`src/rtl/phasediff_seq_if.sv`:
```
// phasediff_seq_if: snapshot input, phasediff unit link and result outputs of phasediff_seq
interface phasediff_seq_if #(parameter int PW = 19);
  logic ph_valid, ph_ready, pd_data_rdy, diff_valid, ovr;
  logic [PW-1:0] ph0, ph1, ph2, ph3, pd_phase1, pd_phase2, pd_out, diff10, diff20, diff30;
  modport master (
    output ph_valid, ph0, ph1, ph2, ph3, pd_out,
    input ph_ready, pd_data_rdy, pd_phase1, pd_phase2, diff10, diff20, diff30, diff_valid, ovr
  );
  modport slave (
    input ph_valid, ph0, ph1, ph2, ph3, pd_out,
    output ph_ready, pd_data_rdy, pd_phase1, pd_phase2, diff10, diff20, diff30, diff_valid, ovr
  );
endinterface

```
`src/rtl/phasediff_seq.sv`:
```
// phasediff_seq: time-shares one phasediff unit over baselines ch1-ch0, ch2-ch0, ch3-ch0
module phasediff_seq #(
  parameter int PW = 19,
  parameter int DIFF_LAT = 1
) (
  input logic clk,
  input logic reset,
  phasediff_seq_if.slave io
);
  typedef enum logic [1:0] {IDLE, ISSUE, WAIT, DONE} state_t;
  state_t state_q, state_d;
  logic [1:0] idx_q, idx_d;
  logic [3:0] cnt_q, cnt_d;
  logic [PW-1:0] s0_q, s0_d, s2_q, s2_d, s3_q, s3_d, w0_q, w0_d, w1_q, w1_d;
  logic [PW-1:0] p1_q, p1_d, p2_q, p2_d, d10_q, d10_d, d20_q, d20_d, d30_q, d30_d;
  logic rdy_q, rdy_d, dv_q, dv_d, ovr_q, ovr_d, cap;
  always_comb begin
    state_d = state_q;
    idx_d = idx_q;
    cnt_d = cnt_q;
    s0_d = s0_q;
    s2_d = s2_q;
    s3_d = s3_q;
    w0_d = w0_q;
    w1_d = w1_q;
    p1_d = p1_q;
    p2_d = p2_q;
    d10_d = d10_q;
    d20_d = d20_q;
    d30_d = d30_q;
    rdy_d = 1'b0;
    dv_d = 1'b0;
    ovr_d = ovr_q | (io.ph_valid & (state_q != IDLE));
    cap = (state_q == WAIT) && (cnt_q == 4'd1);
    case (state_q)
      IDLE: if (io.ph_valid) begin
        s0_d = io.ph0;
        s2_d = io.ph2;
        s3_d = io.ph3;
        idx_d = 2'd0;
        p1_d = io.ph1;
        p2_d = io.ph0;
        rdy_d = 1'b1;
        state_d = ISSUE;
      end
      ISSUE: begin
        cnt_d = 4'(DIFF_LAT);
        state_d = WAIT;
      end
      WAIT: begin
        cnt_d = cnt_q - 4'd1;
        if (cap) begin
          w0_d = idx_q == 2'd0 ? io.pd_out : w0_q;
          w1_d = idx_q == 2'd1 ? io.pd_out : w1_q;
          if (idx_q != 2'd2) begin
            idx_d = idx_q + 2'd1;
            p1_d = idx_q == 2'd0 ? s2_q : s3_q;
            p2_d = s0_q;
            rdy_d = 1'b1;
            state_d = ISSUE;
          end else begin
            // last pair goes straight to the outputs so all three change on the same edge
            d10_d = w0_q;
            d20_d = w1_q;
            d30_d = io.pd_out;
            dv_d = 1'b1;
            state_d = DONE;
          end
        end
      end
      DONE: state_d = IDLE;
    endcase
  end
  always_ff @(posedge clk or posedge reset) begin
    if (reset) begin
      state_q <= IDLE;
      idx_q <= '0;
      cnt_q <= '0;
      s0_q <= '0;
      s2_q <= '0;
      s3_q <= '0;
      w0_q <= '0;
      w1_q <= '0;
      p1_q <= '0;
      p2_q <= '0;
      d10_q <= '0;
      d20_q <= '0;
      d30_q <= '0;
      rdy_q <= 1'b0;
      dv_q <= 1'b0;
      ovr_q <= 1'b0;
    end else begin
      state_q <= state_d;
      idx_q <= idx_d;
      cnt_q <= cnt_d;
      s0_q <= s0_d;
      s2_q <= s2_d;
      s3_q <= s3_d;
      w0_q <= w0_d;
      w1_q <= w1_d;
      p1_q <= p1_d;
      p2_q <= p2_d;
      d10_q <= d10_d;
      d20_q <= d20_d;
      d30_q <= d30_d;
      rdy_q <= rdy_d;
      dv_q <= dv_d;
      ovr_q <= ovr_d;
    end
  end
  assign io.ph_ready = state_q == IDLE;
  assign io.pd_data_rdy = rdy_q;
  assign io.pd_phase1 = p1_q;
  assign io.pd_phase2 = p2_q;
  assign io.diff10 = d10_q;
  assign io.diff20 = d20_q;
  assign io.diff30 = d30_q;
  assign io.diff_valid = dv_q;
  assign io.ovr = ovr_q;
endmodule

```
`src/flat_wrapper.sv`:
```
// flat-port wrapper written by rule: the top's interface ports become plain ports
module phasediff_seq_flat 
#(
  parameter int PW = 19,
  parameter int DIFF_LAT = 1
)
  (clk, reset, io_ph_valid, io_ph0, io_ph1, io_ph2, io_ph3, io_pd_out, io_ph_ready, io_pd_data_rdy, io_pd_phase1, io_pd_phase2, io_diff10, io_diff20, io_diff30, io_diff_valid, io_ovr);
  phasediff_seq_if #(.PW(PW)) io_i ();
  input logic clk;
  input logic reset;
  input wire logic [$bits(io_i.ph_valid)-1:0] io_ph_valid;
  input wire logic [$bits(io_i.ph0)-1:0] io_ph0;
  input wire logic [$bits(io_i.ph1)-1:0] io_ph1;
  input wire logic [$bits(io_i.ph2)-1:0] io_ph2;
  input wire logic [$bits(io_i.ph3)-1:0] io_ph3;
  input wire logic [$bits(io_i.pd_out)-1:0] io_pd_out;
  output wire logic [$bits(io_i.ph_ready)-1:0] io_ph_ready;
  output wire logic [$bits(io_i.pd_data_rdy)-1:0] io_pd_data_rdy;
  output wire logic [$bits(io_i.pd_phase1)-1:0] io_pd_phase1;
  output wire logic [$bits(io_i.pd_phase2)-1:0] io_pd_phase2;
  output wire logic [$bits(io_i.diff10)-1:0] io_diff10;
  output wire logic [$bits(io_i.diff20)-1:0] io_diff20;
  output wire logic [$bits(io_i.diff30)-1:0] io_diff30;
  output wire logic [$bits(io_i.diff_valid)-1:0] io_diff_valid;
  output wire logic [$bits(io_i.ovr)-1:0] io_ovr;
  assign io_i.ph_valid = io_ph_valid;
  assign io_i.ph0 = io_ph0;
  assign io_i.ph1 = io_ph1;
  assign io_i.ph2 = io_ph2;
  assign io_i.ph3 = io_ph3;
  assign io_i.pd_out = io_pd_out;
  assign io_ph_ready = io_i.ph_ready;
  assign io_pd_data_rdy = io_i.pd_data_rdy;
  assign io_pd_phase1 = io_i.pd_phase1;
  assign io_pd_phase2 = io_i.pd_phase2;
  assign io_diff10 = io_i.diff10;
  assign io_diff20 = io_i.diff20;
  assign io_diff30 = io_i.diff30;
  assign io_diff_valid = io_i.diff_valid;
  assign io_ovr = io_i.ovr;
  phasediff_seq #(.PW(PW), .DIFF_LAT(DIFF_LAT)) u_core (.clk(clk), .reset(reset), .io(io_i));
endmodule
```
`config.mk`:
```
export PLATFORM = sky130hd
export DESIGN_NAME = phasediff_seq_flat
export DESIGN_NICKNAME = d
export VERILOG_FILES = /design/src/rtl/phasediff_seq_if.sv /design/src/rtl/phasediff_seq.sv /design/src/flat_wrapper.sv
export SDC_FILE = /design/constraint.sdc
export NUM_CORES = 1
export LEC_CHECK = 0
export CAP_MARGIN = 10
export CORE_MARGIN = 3
export CORE_UTILIZATION = 54
export DETAILED_ROUTE_END_ITERATION = 16
export GPL_TIMING_DRIVEN = 0
export PLACE_DENSITY = 0.86
export SLEW_MARGIN = 10
export SYNTH_ARGS = -nofsm -noshare
export SYNTH_HDL_FRONTEND = slang
export SYNTH_SLANG_ARGS = --single-unit
```
`constraint.sdc`:
```
create_clock -name clk -period 10.03 [get_ports clk]
set_input_delay 1.003 -clock clk [delete_from_list [all_inputs] [get_ports clk]]
set_output_delay 1.003 -clock clk [all_outputs]
set_load 0.1 [all_outputs]
```
==> flow_summary.yaml, run 1 <==
synthesis:
  yosys-top-cells-count: "dfrtp_1 (201), mux2_2 (150), nor2_1 (56), o22a_1 (35), a21oi_1 (22)"
  syn_area_per_cell_um2: 13.51
  netlist.area_leader.share_pct: 60.44
  ys_warn_count: 0
  synthArstFlopShare_pct: 100.0
  synth.net_count: 722
  ys_seq_area_share_pct: 60.44
  syn_area_um2: 8322
  synth_cell_types: 34
  synth_ff_type: "dfrtp_1"
  synth_edf_count: 0
  synth_most_common_cell: "dfrtp_1"
  syn_inst: 616
  synth-seq-cells: 201
  synth.area.top_cells: "dfrtp_1 (60%), mux2_2 (20%), o22a_1 (3.7%)"
  synth_top_area_cell: "dfrtp_1"
drt:
  vias: 5860
  dr.pass1.iters: 4
  ant_nets: 0
  wl_um: 19650
  post_drt_via_cell_ratio: 5.684
  initialDrtViolationCount: 306
  drt-wirelength-per-cell_um: 19.06
  route.detailed.drc: 0
run:
  cap_viol_max_count: 0
critical_path:
  max_stage_delay_ps: 1170
  slowest_stage: "clkdlybuf4s50_1"
  crit_chain: "inv_1 -> ha_1 -> clkdlybuf4s50_1"
  start_kind: "flop"
  critPathArrivalTime_ps: 2340
  cp.required_ps: 9030
  startpoint: "u_core.state_q[0]"
  cp-end-kind: "primary output"
  path_max_fanout: 3
  worst-setup-path-type: "flop to primary output"
  r2r-start: "u_core.state_q[0]"
timing:
  setup_violations: 0
  rsz0062_at_grt: "no"
  maxSlewHeadroom_pct: 30.34
  fin_tns_setup_ps: 0
  period_share_pct: 33.28
  fmax_mhz: 299.6
  min_period_ps: 3338
  worst_pin_slew_ps: 1042
  finClkSkew_ps: 11.60
  finalMaxSlewViolations: 0
  finalHoldViolations: 0
clocking:
  cts.clk_slew.worst_paths_ps: 60
  cts_max_path_buffers: 3
  ctsHoldBuffers: 0
  post_cts_buffers: 0
  clkSinkCount: 201
  cts_resized: 0
  h-tree-depth: 1
  root_buffer: "clkbuf_16"
  cts_made_buffers: 21
  insertion_delay_ps: 480
  cts_tree: "built"
floorplan:
  die_y_um: 130.1
  io_pins: 197
  die_x_um: 130.1
  dieArea_um2: 16940
  core_area_um2: 14810
  rows: 44
  start_util_pct: 56.19
grt:
  grt_max_degree: 106
  antenna_found_initial: 0
  grtUsageTotal_pct: 23.38
  grt_pass1_vias: 6302
  grt_overflow: 0
  grt_pass1_wl_um: 31550
placement:
  hpwlAfterDp_um: 13880
  gp_congestion: 0.8545
  port_buffers: 195
worst_hold_path:
  hp-start: "u_core.s0_q[17]"
  min_path_type: "flop to flop"
outcome:
  status: "finished, final reports clean"
finish:
  n_antenna_cell: 0
  drive_gt1_share_pct: 24.44
  fillCellCount: 885
  register_area_um2: 5030
  multi_input_area_um2: 3045
  fin_nets: 941
  syn_to_final_growth_pct: 35.24
flip-flops by register name, indices dropped and copies added (netlist names):
| signal | flops |
|---|---|
| u_core.io.diff20 | 19 |
| u_core.w0_q | 19 |
| u_core.io.diff30 | 19 |
| u_core.idx_q | 2 |
| u_core.io.diff_valid | 1 |
| u_core.io.diff10 | 19 |
| u_core.io.pd_phase1 | 19 |
| u_core.w1_q | 19 |
| u_core.s2_q | 19 |
| u_core.state_q | 2 |
| u_core.s0_q | 19 |
| u_core.s3_q | 19 |
| u_core.io.pd_data_rdy | 1 |
| u_core.io.pd_phase2 | 19 |
| u_core.cnt_q | 4 |
| u_core.io.ovr | 1 |
kinds of logic after synthesis:
group / synth area share, %
AND/OR/NAND/NOR: 4.435
flip-flops: 60.44
multiplexers: 22.70
AO/OA/AOI/OAI: 8.255
adder cells (fa/ha/maj): 1.203
buffers and inverters: 2.962
final cells by class:
| class | instances | area share [%] |
|---|---|---|
| inverters | 13 | 0.5003 |
| well taps | 184 | 2.046 |
| plain buffers | 41 | 1.757 |
| clock inverters | 3 | 0.6115 |
| repair buffers | 196 | 17.59 |
| multi-input cells | 361 | 27.06 |
| flip-flops and latches | 201 | 44.69 |
| clock buffers | 32 | 5.748 |
metrics by stage:
stage | cell area [um^2] | worst slack (ps) | cells | utilization [%] | hold slack (ps)
floorplan | 8322 | 3545 | 616 | - | 443.4
global placement | 10500 | 1476 | 995 | 70.93 | 459.4
detailed placement | 10540 | 7193 | 996 | 71.16 | 472.0
CTS | 11250 | 6668 | 1031 | 76.00 | 485.2
global route | 11250 | 6612 | 1031 | 76.00 | 518.5
finish | 11250 | 6692 | 1031 | 76.00 | 484.2
path summary, 6_finish.rpt:
check	end	slack (ps)	depth (start not counted)
max in group asynchronous	u_core.io.diff30[7]	8080	3
min reg2reg	u_core.s0_q[17]	480	2
max	io_ph_ready	6690	3
min in group asynchronous	u_core.s3_q[15]	1020	2
min	u_core.s0_q[17]	480	2
max reg2reg	u_core.idx_q[1]	7510	8
cell usage in the layout, fill, tap and decap left out, drive strengths merged:
| cell | count |
|---|---|
| inv | 13 |
| nor2 | 56 |
| nand2b | 1 |
| clkdlybuf4s50 | 195 |
| o22ai | 3 |
| nor3b | 1 |
| and3 | 2 |
| nand4 | 1 |
| nor3 | 1 |
| nor4b | 1 |
| bufinv | 2 |
| a211oi | 1 |
| o21a | 2 |
| nand3b | 1 |
| or4b | 1 |
| ha | 8 |
| clkbuf | 48 |
| mux2i | 20 |
| mux2 | 150 |
| a21oi | 23 |
| a21o | 1 |
| buf | 26 |
| or4 | 1 |
| dfrtp | 201 |
| o21ai | 11 |
| a31oi | 21 |
| nand3 | 5 |
| o22a | 35 |
| nand2 | 10 |
| clkinv | 1 |
| or3 | 2 |
| a31o | 1 |
| nor2b | 1 |
| o32a | 1 |
metal layers:
layer | part of all wire, % | track usage (%) | routed length (um) | up-vias
met5 | 0 | 0 | 0 | -
met4 | 2.7 | 7.457 | 539 | 0
met3 | 7.1 | 5.239 | 1396 | 42
met2 | 49 | 40.80 | 9683 | 228
met1 | 41 | 29.05 | 8034 | 2945
li1 | - | - | - | 2645
worst max-delay path, delay by kind of cell, from the launching register on:
| family | cells | cell delay [ps] |
|---|---|---|
| buf+inv | 2 | 1280 |
| fa+ha+maj | 1 | 180 |
| flops | 1 | 400 |
Power of run 1 is left out: the tool's default activity adds up to more than one toggle a clock period on the data nets, which glitch-free logic cannot reach.
==> run 2, diff against run 1 <==
--- a/config.mk
+++ b/config.mk
@@ -7,10 +7,10 @@
 export LEC_CHECK = 0
 export CAP_MARGIN = 10
 export CORE_MARGIN = 3
-export CORE_UTILIZATION = 54
+export CORE_UTILIZATION = 45
 export DETAILED_ROUTE_END_ITERATION = 16
 export GPL_TIMING_DRIVEN = 0
-export PLACE_DENSITY = 0.86
+export PLACE_DENSITY = 0.76
 export SLEW_MARGIN = 10
 export SYNTH_ARGS = -nofsm -noshare
 export SYNTH_HDL_FRONTEND = slang
==> constraint.sdc (replaced) <==
create_clock -name clk -period 2.7 [get_ports clk]
set_input_delay 0.27 -clock clk [delete_from_list [all_inputs] [get_ports clk]]
set_output_delay 0.27 -clock clk [all_outputs]
set_load 0.1 [all_outputs]
==> run 2 against run 1 <==
Against the previous run: critical endpoint unchanged; die area increased by 19%; critical path type unchanged; worst hold slack got worse by 310 ps; final cell count grew 5.3%.
==> flow_summary.yaml, run 2 (synthesis results as in run 1) <==
drt:
  initialDrtViolationCount: 271
  drt-wirelength-per-cell_um: 18.53
  post_drt_via_cell_ratio: 5.345
  ant_nets: 0
  route.detailed.drc: 0
  dr.pass1.iters: 5
  vias: 5805
  wl_um: 20120
timing:
  min_period_ps: 2432
  setup_violations: 0
  maxSlewHeadroom_pct: 29.74
  finalMaxSlewViolations: 0
  period_share_pct: 90.06
  finClkSkew_ps: 12.33
  worst_pin_slew_ps: 1058
  finalHoldViolations: 0
  fmax_mhz: 411.3
  rsz0062_at_grt: "no"
placement:
  port_buffers: 195
  hpwlAfterDp_um: 15050
  gp_congestion: 0.8258
clocking:
  cts.clk_slew.worst_paths_ps: 60
  insertion_delay_ps: 490
  cts_made_buffers: 22
  root_buffer: "clkbuf_16"
  h-tree-depth: 1
  ctsHoldBuffers: 0
  clkSinkCount: 201
  cts_max_path_buffers: 3
  post_cts_buffers: 0
  cts_tree: "built"
finish:
  fillCellCount: 1311
  layout_commonest_cell: "dfrtp_1"
  finish.utilization_pct: 63.60
  drive_gt1_share_pct: 25.55
  register_area_um2: 5030
  layout_common_cells: "dfrtp_1 (201), clkdlybuf4s50_1 (194), mux2_2 (150)"
  multi_input_area_um2: 3052
  n_antenna_cell: 0
  fin_nets: 947
  syn_to_final_growth_pct: 38.22
grt:
  grtUsageTotal_pct: 19.79
  antenna_found_initial: 0
  grt_pass1_wl_um: 32480
  grt_max_degree: 39
  grt_pass1_vias: 6319
  grt_overflow: 0
critical_path:
  path_max_fanout: 3
  critPathTopFamily: "buffers and inverters"
  cp.buffers_inverters: 2
  cp-end-kind: "primary output"
  worst-setup-path-type: "flop to primary output"
  critPathArrivalTime_ps: 2160
  crit_chain: "inv_1 -> ha_2 -> dlygate4sd2_1"
  max_stage_delay_ps: 920
  start_kind: "flop"
  cp.required_ps: 2430
  slowest_stage: "dlygate4sd2_1"
floorplan:
  dieArea_um2: 20160
  rows: 49
  core_area_um2: 18090
  die_x_um: 142.0
  die_y_um: 142.0
  start_util_pct: 46.01
  io_pins: 197
worst_hold_path:
  min_path_type: "input port to asynchronous set/reset pin"
run:
  cap_viol_max_count: 0
outcome:
  status: "finished, final reports clean"
[run 2: path summary, 6_finish.rpt]
path | startpoint | to | slack, ps | cells after the start
hold reg to reg | u_core.io.ovr | u_core.io.ovr | 480 | 1
hold / removal | reset | u_core.s3_q[16] | 170 | 2
setup reg to reg | u_core.state_q[0] | u_core.io.pd_phase1[13] | 270 | 7
max in group asynchronous | reset | u_core.w0_q[7] | 1730 | 4
min in group clk | io_ph_valid | u_core.io.ovr | 220 | 2
setup / recovery | u_core.state_q[0] | io_ph_ready | 270 | 3
[run 2: final cells by class]
type | instances | area share, %
Multi-Input combinational cell | 361 | 26.53
Clock inverter | 8 | 1.251
Timing Repair Buffer | 201 | 18.00
Inverter | 13 | 0.4569
Clock buffer | 32 | 5.820
Buffer | 41 | 1.719
Sequential cell | 201 | 43.73
Tap cell | 229 | 2.491
[run 2: stage by stage]
| step | area (um^2) | hold WS (ps) | setup TNS (ps) | std cells | worst slack [ps] |
|---|---|---|---|---|---|
| after detailed placement | 10690 | 476.2 | 0 | 1046 | 181.8 |
| final | 11500 | 173.8 | 0 | 1086 | 268.4 |
| after global placement | 10570 | 459.0 | -301080 | 1040 | -1508 |
| after floorplan | 8328 | 420.5 | -34640 | 616 | -172.3 |
| after global routing | 11500 | 199.6 | 0 | 1086 | 100.5 |
| after CTS | 11500 | 173.5 | 0 | 1086 | 167.9 |
[run 2: timing repair]
item / CTS / global route
endpoints found under the setup margin: 1 / 20
gates resized for setup: 1 / 1
hold endpoints to repair: 0 / 0
[run 2: layer usage]
metal | GRT usage (%) | wire, um | part of all wire, %
met4 | 5.253 | 438 | 2.2
met3 | 3.763 | 1208 | 6.0
met2 | 33.81 | 9988 | 50
met5 | 0 | 0 | 0
met1 | 26.10 | 8487 | 42
Power of run 2 is left out for the same reason.
==> run 3, diff against run 2 <==
--- a/config.mk
+++ b/config.mk
@@ -6,7 +6,6 @@
 export NUM_CORES = 1
 export LEC_CHECK = 0
 export CAP_MARGIN = 10
-export CORE_MARGIN = 3
 export CORE_UTILIZATION = 45
 export DETAILED_ROUTE_END_ITERATION = 16
 export GPL_TIMING_DRIVEN = 0
==> run 3 against run 2 <==
Against the previous run: routed wire length is 2.9% lower; critical path type is now flop to flop; critical path depth is 4 higher; worst hold slack better by 69 ps; setup slack better by 27 ps; final cell count is 0.64% lower; clock skew is 4.0 ps higher.
==> flow_summary.yaml, run 3 (synthesis results as in run 1) <==
outcome:
  status: "finished, final reports clean"
clocking:
  cts.clk_slew.worst_paths_ps: 60
  clkSinkCount: 201
  cts_max_path_buffers: 3
  cts_tree: "built"
  insertion_delay_ps: 500
  cts_made_buffers: 21
  h-tree-depth: 1
  root_buffer: "clkbuf_16"
critical_path:
  reg2reg_slack_ps: 300
  r2r_end: "u_core.io.pd_phase1[14]"
  path_max_fanout: 10
  worst-setup-path-type: "flop to flop"
  critPathArrivalTime_ps: 2840
  slowest_stage: "mux2i_2"
  cp_common_cell: "buf_2"
  r2r_cells: 7
  cp.buffers_inverters: 4
  critPathTopFamily: "buffers and inverters"
  r2r-start: "u_core.state_q[0]"
  crit_cells: 7
  cp-end-kind: "flop"
  cp.required_ps: 3140
  max_stage_delay_ps: 460
  crit_chain: "inv_1 -> ha_2 -> clkbuf_1 -> mux2i_2 -> buf_2 -> buf_2 -> o22a_1"
  start_kind: "flop"
drt:
  ant_nets: 0
  post_drt_via_cell_ratio: 5.415
  dr.pass1.iters: 5
  initialDrtViolationCount: 218
  wl_um: 19540
  route.detailed.drc: 0
  drt-wirelength-per-cell_um: 18.10
  vias: 5843
worst_hold_path:
  min_path_type: "input port to flop"
  min_to: "u_core.io.ovr"
  hp-start: "io_ph_valid"
  worstHoldPathCells: 2
placement:
  gp_congestion: 0.7967
  hpwlAfterDp_um: 14500
  pre_cts_slack_ps: 214.7
  port_buffers: 195
floorplan:
  io_pins: 197
  die_y_um: 138.0
  dieArea_um2: 19040
  rows: 49
  core_area_um2: 18020
  die_x_um: 138.0
  start_util_pct: 46.17
finish:
  n_antenna_cell: 0
  drive_gt1_share_pct: 24.47
  layout_common_cells: "dfrtp_1 (201), clkdlybuf4s50_1 (194), mux2_2 (150)"
  fin_nets: 945
  fillCellCount: 1319
  layout_commonest_cell: "dfrtp_1"
  syn_to_final_growth_pct: 35.83
grt:
  grt_pass1_wl_um: 31080
  grtUsageTotal_pct: 20.97
  grt_max_degree: 40
  antenna_found_initial: 0
  grt_pass1_vias: 6300
  grt_overflow: 0
timing:
  min_period_ps: 2404
  worst_pin_slew_ps: 1051
  finalMaxSlewViolations: 0
  setup_slack_ps: 295.8
  period_share_pct: 89.05
  rsz0062_at_grt: "no"
  finalHoldViolations: 0
  finClkSkew_ps: 16.32
  setup_violations: 0
  maxSlewHeadroom_pct: 29.81
  fmax_mhz: 415.9
run:
  cap_viol_max_count: 0
==> run 3: worst max path at each step <==
stage	startpoint	end	slack [ps]
3_5_place_dp	u_core.state_q[1]	u_core.io.pd_phase1[14]	210
6_report	u_core.state_q[0]	u_core.io.pd_phase1[14]	300
3_3_place_gp	reset	u_core.io.diff30[9]	-1500
4_1_cts	u_core.state_q[1]	io_ph_ready	4
5_1_grt	u_core.state_q[1]	u_core.io.pd_phase1[14]	120
2_1_floorplan	reset	u_core.cnt_q[0]	-170
==> run 3: layout make-up <==
cell class / count / area, um^2 / share of cell area (%)
sequential: 201 / 5030 / 44.50
multi-input combinational: 361 / 3052 / 27.00
timing repair buffer: 200 / 2054 / 18.18
clock buffer: 30 / 579.3 / 5.125
tap: 229 / 286.5 / 2.535
buffer: 41 / 197.7 / 1.749
inverter: 13 / 52.55 / 0.4649
clock inverter: 4 / 51.30 / 0.4538
==> run 3: layer usage <==
metal  track usage, %  vias to the layer above  wire [um]
met5                0                        -          0
met4            7.669                        0        539
met3            5.775                       39       1534
met2            36.22                      220       9564
met1            24.90                     2922       7897
li1                 -                     2662          -
==> run 3: per-stage QoR <==
step | utilization, % | setup TNS (ps) | instances | hold WS [ps] | area (um^2)
after global routing | 62.71 | 0 | 1079 | 249.0 | 11300
after global placement | 58.62 | -300100 | 1040 | 448.5 | 10570
after CTS | 62.68 | 0 | 1079 | 209.9 | 11300
after detailed placement | 59.18 | 0 | 1045 | 451.2 | 10670
after floorplan | - | -34640 | 616 | 420.5 | 8328
final | 62.71 | 0 | 1079 | 242.5 | 11300
==> run 3: timing repair <==
item / in CTS / in global routing
hold buffers: 0 / 0
endpoints found under the setup margin: 0 / 7
endpoints found under the hold margin: 0 / 0
setup buffers: 0 / 0
gates resized for setup: 0 / 2
Power of run 3 is left out for the same reason.
